--- config.mk ---
export PLATFORM = sky130hd
export DESIGN_NAME = sram_read_part
export DESIGN_NICKNAME = d
export VERILOG_FILES = /design/src/rtl/sram_read_part_pkg.sv /design/src/rtl/sram_rd_req_fifo.sv /design/src/rtl/sram_read_part.sv
export SDC_FILE = /design/constraint.sdc
export NUM_CORES = 1
export LEC_CHECK = 0
export CAP_MARGIN = 20
export CELL_PAD_IN_SITES_DETAIL_PLACEMENT = 1
export CELL_PAD_IN_SITES_GLOBAL_PLACEMENT = 1
export CORE_MARGIN = 2
export CORE_UTILIZATION = 53
export CTS_BUF_LIST = sky130_fd_sc_hd__clkbuf_4
export DETAILED_ROUTE_END_ITERATION = 7
export HOLD_SLACK_MARGIN = 0.08
export PLACE_DENSITY = 0.85
export SYNTH_ARGS = -nofsm -noshare
export SYNTH_HDL_FRONTEND = slang
export SYNTH_SLANG_ARGS = --single-unit
--- constraint.sdc ---
create_clock -name clk -period 4 [get_ports clk]
set_input_delay 0.6 -clock clk [delete_from_list [all_inputs] [get_ports clk]]
set_output_delay 0.6 -clock clk [all_outputs]
set_load 0.005 [all_outputs]
--- src/rtl/sram_read_part_pkg.sv ---
// Shared types, default widths and helpers for the SRAM read-request path.
package sram_read_part_pkg;

    localparam int unsigned SA_NUM         = 3;
    localparam int unsigned SRAM_ADDR_SIZE = 12;
    localparam int unsigned SA_WB_WIDTH    = 16;
    localparam int unsigned SA_IDX_W       = (SA_NUM > 1) ? $clog2(SA_NUM) : 1;

    typedef struct packed {
        logic [SRAM_ADDR_SIZE-1:0] addr;
    } RD_REQ_ENTRY_t;

    typedef struct packed {
        logic                valid;
        logic [SA_IDX_W-1:0] idx;
    } RD_TAG_t;

    // (base + off) mod num for base, off < num, without a divider.
    function automatic int unsigned rr_wrap(int unsigned base, int unsigned off,
                                            int unsigned num);
        int unsigned sum;
        sum = base + off;
        return (sum >= num) ? sum - num : sum;
    endfunction

endpackage

--- src/rtl/sram_rd_req_fifo.sv ---
// Per-SA read-request FIFO: registered storage, full/empty flags, no fall-through.
module sram_rd_req_fifo #(
    parameter int unsigned WIDTH = 12,
    parameter int unsigned DEPTH = 4
) (
    input  logic             clk,
    input  logic             resetn,
    input  logic             i_push,
    input  logic [WIDTH-1:0] i_data,
    input  logic             i_pop,
    output logic [WIDTH-1:0] o_data,
    output logic             o_full,
    output logic             o_empty
);

    localparam int unsigned PTR_W = $clog2(DEPTH);
    localparam logic [PTR_W:0] FULL_CNT = (PTR_W + 1)'(DEPTH);

    logic [WIDTH-1:0] r_mem [DEPTH];
    logic [PTR_W-1:0] r_wptr;
    logic [PTR_W-1:0] r_rptr;
    logic [PTR_W:0]   r_count;

    // DEPTH is a power of two, so the pointers wrap naturally.
    always_ff @(posedge clk or negedge resetn) begin
        if (!resetn) begin
            r_wptr  <= '0;
            r_rptr  <= '0;
            r_count <= '0;
        end else begin
            if (i_push) r_wptr <= r_wptr + 1'b1;
            if (i_pop)  r_rptr <= r_rptr + 1'b1;
            case ({i_push, i_pop})
                2'b10:   r_count <= r_count + 1'b1;
                2'b01:   r_count <= r_count - 1'b1;
                default: r_count <= r_count;
            endcase
        end
    end

    always_ff @(posedge clk) begin
        if (i_push) r_mem[r_wptr] <= i_data;
    end

    assign o_data  = r_mem[r_rptr];
    assign o_full  = (r_count == FULL_CNT);
    assign o_empty = (r_count == '0);

endmodule

--- src/rtl/sram_read_part.sv ---
// Queues per-SA SRAM read requests, round-robins them onto one read port, returns data.
// Optional same-cycle bypass of an empty FIFO: define SRAM_RD_BYPASS_EN.
module sram_read_part
    import sram_read_part_pkg::*;
#(
    parameter int unsigned NUM_SA    = SA_NUM,
    parameter int unsigned ADDR_W    = SRAM_ADDR_SIZE,
    parameter int unsigned DATA_W    = SA_WB_WIDTH,
    parameter int unsigned REQ_DEPTH = 4,
    parameter int unsigned RD_LAT    = 1
) (
    input  logic                     clk,
    input  logic                     resetn,
    input  logic [NUM_SA-1:0]        req_valid,
    input  logic [NUM_SA*ADDR_W-1:0] req_addr,
    output logic [NUM_SA-1:0]        req_ready,
    output logic                     sram_rd_en,
    output logic [ADDR_W-1:0]        sram_rd_addr,
    input  logic [DATA_W-1:0]        sram_rd_data,
    output logic [NUM_SA-1:0]        rsp_valid,
    output logic [DATA_W-1:0]        rsp_data
);

    localparam int unsigned IDX_W = (NUM_SA > 1) ? $clog2(NUM_SA) : 1;

    logic [NUM_SA-1:0] w_full;
    logic [NUM_SA-1:0] w_empty;
    logic [NUM_SA-1:0] w_push;
    logic [NUM_SA-1:0] w_pop;
    logic [NUM_SA-1:0] w_req;
    logic [NUM_SA-1:0] w_gnt_oh;
    logic [NUM_SA-1:0] w_byp_gnt;
    logic [ADDR_W-1:0] w_head [NUM_SA];
    logic              w_gnt_vld;
    logic [IDX_W-1:0]  w_gnt_idx;

    logic [IDX_W-1:0]  r_ptr;
    logic [RD_LAT-1:0] r_tag_vld;
    logic [IDX_W-1:0]  r_tag_idx [RD_LAT];

    for (genvar gi = 0; gi < NUM_SA; gi++) begin : g_fifo
        sram_rd_req_fifo #(
            .WIDTH (ADDR_W),
            .DEPTH (REQ_DEPTH)
        ) u_fifo (
            .clk     (clk),
            .resetn  (resetn),
            .i_push  (w_push[gi]),
            .i_data  (req_addr[gi*ADDR_W +: ADDR_W]),
            .i_pop   (w_pop[gi]),
            .o_data  (w_head[gi]),
            .o_full  (w_full[gi]),
            .o_empty (w_empty[gi])
        );
    end

    assign req_ready = ~w_full;

`ifdef SRAM_RD_BYPASS_EN
    assign w_req = ~w_empty | (req_valid & w_empty);
`else
    assign w_req = ~w_empty;
`endif

    // Scan from the highest offset down so the lowest offset from r_ptr wins.
    always_comb begin
        w_gnt_vld = 1'b0;
        w_gnt_idx = '0;
        for (int k = NUM_SA - 1; k >= 0; k--) begin
            if (w_req[rr_wrap(int'(r_ptr), k, NUM_SA)]) begin
                w_gnt_vld = 1'b1;
                w_gnt_idx = IDX_W'(rr_wrap(int'(r_ptr), k, NUM_SA));
            end
        end
    end

    always_comb begin
        w_gnt_oh  = '0;
        w_byp_gnt = '0;
        w_pop     = '0;
        w_push    = '0;
        for (int i = 0; i < NUM_SA; i++) begin
            w_gnt_oh[i] = w_gnt_vld && (w_gnt_idx == IDX_W'(i));
`ifdef SRAM_RD_BYPASS_EN
            w_byp_gnt[i] = w_gnt_oh[i] && w_empty[i];
`endif
            w_pop[i]  = w_gnt_oh[i] && !w_empty[i];
            w_push[i] = req_valid[i] && !w_full[i] && !w_byp_gnt[i];
        end
    end

    always_comb begin
        sram_rd_en   = w_gnt_vld;
        sram_rd_addr = '0;
        if (w_gnt_vld) begin
            sram_rd_addr = w_head[w_gnt_idx];
`ifdef SRAM_RD_BYPASS_EN
            if (w_empty[w_gnt_idx]) sram_rd_addr = req_addr[w_gnt_idx*ADDR_W +: ADDR_W];
`endif
        end
    end

    always_ff @(posedge clk or negedge resetn) begin
        if (!resetn) begin
            r_ptr <= '0;
        end else if (w_gnt_vld) begin
            r_ptr <= (w_gnt_idx == IDX_W'(NUM_SA - 1)) ? '0 : w_gnt_idx + 1'b1;
        end
    end

    // Tag pipe tracks which SA owns the word arriving RD_LAT cycles after the strobe.
    always_ff @(posedge clk or negedge resetn) begin
        if (!resetn) begin
            r_tag_vld <= '0;
            for (int s = 0; s < RD_LAT; s++) r_tag_idx[s] <= '0;
        end else begin
            r_tag_vld[0] <= w_gnt_vld;
            r_tag_idx[0] <= w_gnt_idx;
            for (int s = 1; s < RD_LAT; s++) begin
                r_tag_vld[s] <= r_tag_vld[s-1];
                r_tag_idx[s] <= r_tag_idx[s-1];
            end
        end
    end

    always_comb begin
        rsp_valid = '0;
        rsp_data  = '0;
        if (r_tag_vld[RD_LAT-1]) begin
            for (int i = 0; i < NUM_SA; i++) begin
                rsp_valid[i] = (r_tag_idx[RD_LAT-1] == IDX_W'(i));
            end
            rsp_data = sram_rd_data;
        end
    end

endmodule

==> impl_metrics.json <==
{
  "period_share_pct": 92.8,
  "clock-root-buffer": "clkbuf_4",
  "grt_util_all_layers_pct": 23.5,
  "regArea_mm2": 0.00497,
  "fmax_mhz": 269,
  "tightest_slew_ns": 0.875,
  "numClockSinks": 170,
  "io_buffer_count": 91,
  "ir_drop_uv": 527,
  "start_util_pct": 54.2,
  "grt_max_degree": 27,
  "synth_nets": 468,
  "crit_type": "register to output pin",
  "dieArea_mm2": 0.0144,
  "hold_violations": 0,
  "grt_pass1_wl_um": 24500,
  "grt_pass1_vias": 4262,
  "p_sw_mw": 2.35,
  "finalCriticalPeriod_ns": 3.71,
  "coreArea_mm2": 0.0132,
  "startpoint_type": "register",
  "viasPerCell": 5.62,
  "area_delta_synth_final_pct": 18.8,
  "fill_cells": 1169,
  "hp-class": "primary input to asynchronous set/reset pin",
  "maxSlewHeadroom_pct": 41.6,
  "cts_buffers": 17,
  "row_count": 42,
  "clk_path_buf_depth": 2,
  "h-tree-depth": 4,
  "stdcell_area_mm2": 0.00849,
  "gp_congestion": 0.747,
  "die_w_um": 120,
  "leakagePower_nw": 3.05,
  "netlist_area_mm2": 0.00715,
  "synthFlopType": "edfxtp_1",
  "rsz0062_at_grt": "no",
  "yosysWarnings": 0,
  "seq_area_frac_synth_pct": 69.6,
  "dr.pass1.iters": 4,
  "cellPowerDensity_mw_per_mm2": 777,
  "grt_overflow": 0,
  "post-route-drc-count": 0,
  "crit_path_end_kind": "output pin",
  "syn_area_per_cell_um2": 18.3,
  "ys_async_sr_fraction_pct": 15.3,
  "wl_per_cell_um": 23.0,
  "crit_arrival_ns": 3.11,
  "num_vias": 3817,
  "synth_edf_count": 144,
  "p_int_mw": 4.24,
  "finalSetupViolCount": 0,
  "fin_worst_skew_ns": 0.0196,
  "comb_power_share_pct": 44.5,
  "antenna_cells": 0,
  "antenna_found_initial": 0,
  "crit_required_ns": 3.40,
  "p_sw_share_pct": 35.7,
  "drv_cap": 0,
  "hpwl_um": 11100,
  "drive_above_1_share_pct": 15.5,
  "die_height_um": 120,
  "clk_pin_slew_worst_paths_ns": 0.13,
  "outcome": "finished, final reports clean",
  "netlist_instances": 391,
  "multiInputGateArea_mm2": 0.00200,
  "synth_seq_cells": 170,
  "worstPathMaxFanout": 13,
  "power_frac_clock_pct": 13.3,
  "drv_slew": 0,
  "fin_nets": 567,
  "clock_latency_ns": 0.54,
  "cts_tree": "yes",
  "drt_iter0_markers": 301,
  "pwr-share-seq_pct": 42.3,
  "num_io_pins": 92,
  "placed_area_mm2": 0.00822,
  "ys_types": 38,
  "routed_wirelength_um": 15600,
  "setup_tns_ns": 0,
  "drtAntennaViolNets": 0
}
[cells in the final DEF, fill, tap and decap left out, drive strengths merged, types with 3 or more instances in the layout]
| cell type | n |
|---|---|
| ha | 17 |
| mux4 | 36 |
| nand3 | 7 |
| xnor2 | 9 |
| fa | 3 |
| dfrtp | 26 |
| clkdlybuf4s50 | 91 |
| clkbuf | 19 |
| a21o | 4 |
| and3 | 12 |
| nor3 | 3 |
| o2bb2ai | 12 |
| nor2 | 6 |
| clkinvlp | 4 |
| clkinv | 7 |
| mux2i | 14 |
| inv | 27 |
| nand2 | 8 |
| o21ai | 5 |
| and2 | 19 |
| edfxtp | 144 |
| buf | 4 |
| xor2 | 9 |
[critical path, cell delays in order, from the launching register on]
cell             delay [ns]
dfrtp_1                0.41
inv_1                  0.06
ha_1                   0.42
nor4b_1                0.29
o21ai_0                0.14
a21o_1                 0.27
clkinvlp_4             0.25
o2bb2ai_1              0.19
clkdlybuf4s50_1        0.54
[final cells by class]
type | instances | share of cell area, %
repair buffers | 95 | 11.2
multi-input cells | 180 | 23.5
flip-flops and latches | 170 | 58.6
clock buffers | 19 | 1.68
clock inverters | 13 | 1.22
well taps | 176 | 2.59
inverters | 26 | 1.22
[timing repair]
item | in CTS | in global routing
buffers inserted | 2 | 0
hold buffers | 0 | 0
endpoints found under the setup margin | 1 | 12
gates resized for setup | 0 | 1
pin swaps | 1 | 0
[synthesized netlist by cell type, types with 5 or more instances]
| cell type | count | share of area [%] |
|---|---|---|
| edfxtp_1 | 144 | 60 |
| mux4_2 | 36 | 11 |
| dfrtp_1 | 26 | 9.1 |
| inv_1 | 25 | 1.3 |
| and2_1 | 19 | 1.7 |
| ha_1 | 17 | 3.0 |
| mux2i_1 | 14 | 2.0 |
| and3_1 | 12 | 1.0 |
| o2bb2ai_1 | 12 | 1.5 |
| xnor2_1 | 9 | 1.1 |
| xor2_1 | 9 | 1.1 |
| nand2_1 | 8 | 0.42 |
| buf_2 | 7 | 0.49 |
| clkbuf_1 | 7 | 0.37 |
| nand3_1 | 7 | 0.49 |
| nor2_1 | 5 | 0.26 |
| o21ai_0 | 5 | 0.35 |
[power by group through the flow]
stage          Sequential (mW)  Combinational [mW]  Clock [mW]
3_3_place_gp              2.79                2.72           0
2_1_floorplan             2.56                1.92           0
4_1_cts                   2.81                2.94       0.900
6_report                  2.79                2.93       0.875
5_1_grt                   2.86                3.19       0.959
3_5_place_dp              2.84                2.84           0
[metrics by stage]
step | util (%) | setup WS [ns] | std cells | hold slack [ns] | power (mW)
2_1_floorplan | - | 1.28 | 391 | 0.304 | 4.48
3_3_place_gp | 62.3 | 0.791 | 645 | 0.497 | 5.52
3_5_place_dp | 62.3 | 0.628 | 645 | 0.520 | 5.69
4_1_cts | 64.4 | 0.108 | 679 | 0.380 | 6.64
5_1_grt | 64.4 | 0.102 | 679 | 0.390 | 7.01
6_report | 64.4 | 0.288 | 679 | 0.419 | 6.60
[path summary, 6_finish.rpt]
| kind | slack (ns) | start | end | cells past startpoint |
|---|---|---|---|---|
| setup / recovery | 0.29 | r_ptr[0] | sram_rd_addr[8] | 8 |
| hold reg to reg | 0.54 | g_fifo[2].u_fifo.r_count[0] | g_fifo[2].u_fifo.r_count[0] | 1 |
| max in group asynchronous | 3.32 | resetn | g_fifo[0].u_fifo.r_rptr[0] | 2 |
| min in group clk | 0.54 | g_fifo[2].u_fifo.r_count[0] | g_fifo[2].u_fifo.r_count[0] | 1 |
| hold / removal | 0.42 | resetn | g_fifo[1].u_fifo.r_count[0] | 2 |
| setup reg to reg | 0.91 | r_ptr[0] | g_fifo[0].u_fifo.r_count[2] | 13 |
[cells by family after synthesis]
family	synth area share, %
and+or+nand+nor	5.16
DFF	69.6
adders and majority gates	3.97
AOI/OAI and AO/OA	3.27
xor gates and xnor gates	2.20
buffers and inverters	2.54
muxes	13.3
[state kept, by name (all words and copies together), names as in the netlist]
register	cells
g_fifo.u_fifo.r_rptr	6
g_fifo.u_fifo.r_wptr	6
g_fifo.u_fifo.r_count	9
r_tag_vld	1
r_ptr	2
g_fifo.u_fifo.r_mem	144
r_tag_idx	2
[metal layers]
layer	GRT usage [%]	wire [um]
met5	0	0
met1	29.6	6330
met4	7.87	252
met2	37.7	7750
met3	8.89	1260
Power figures use the tool's default switching activity.
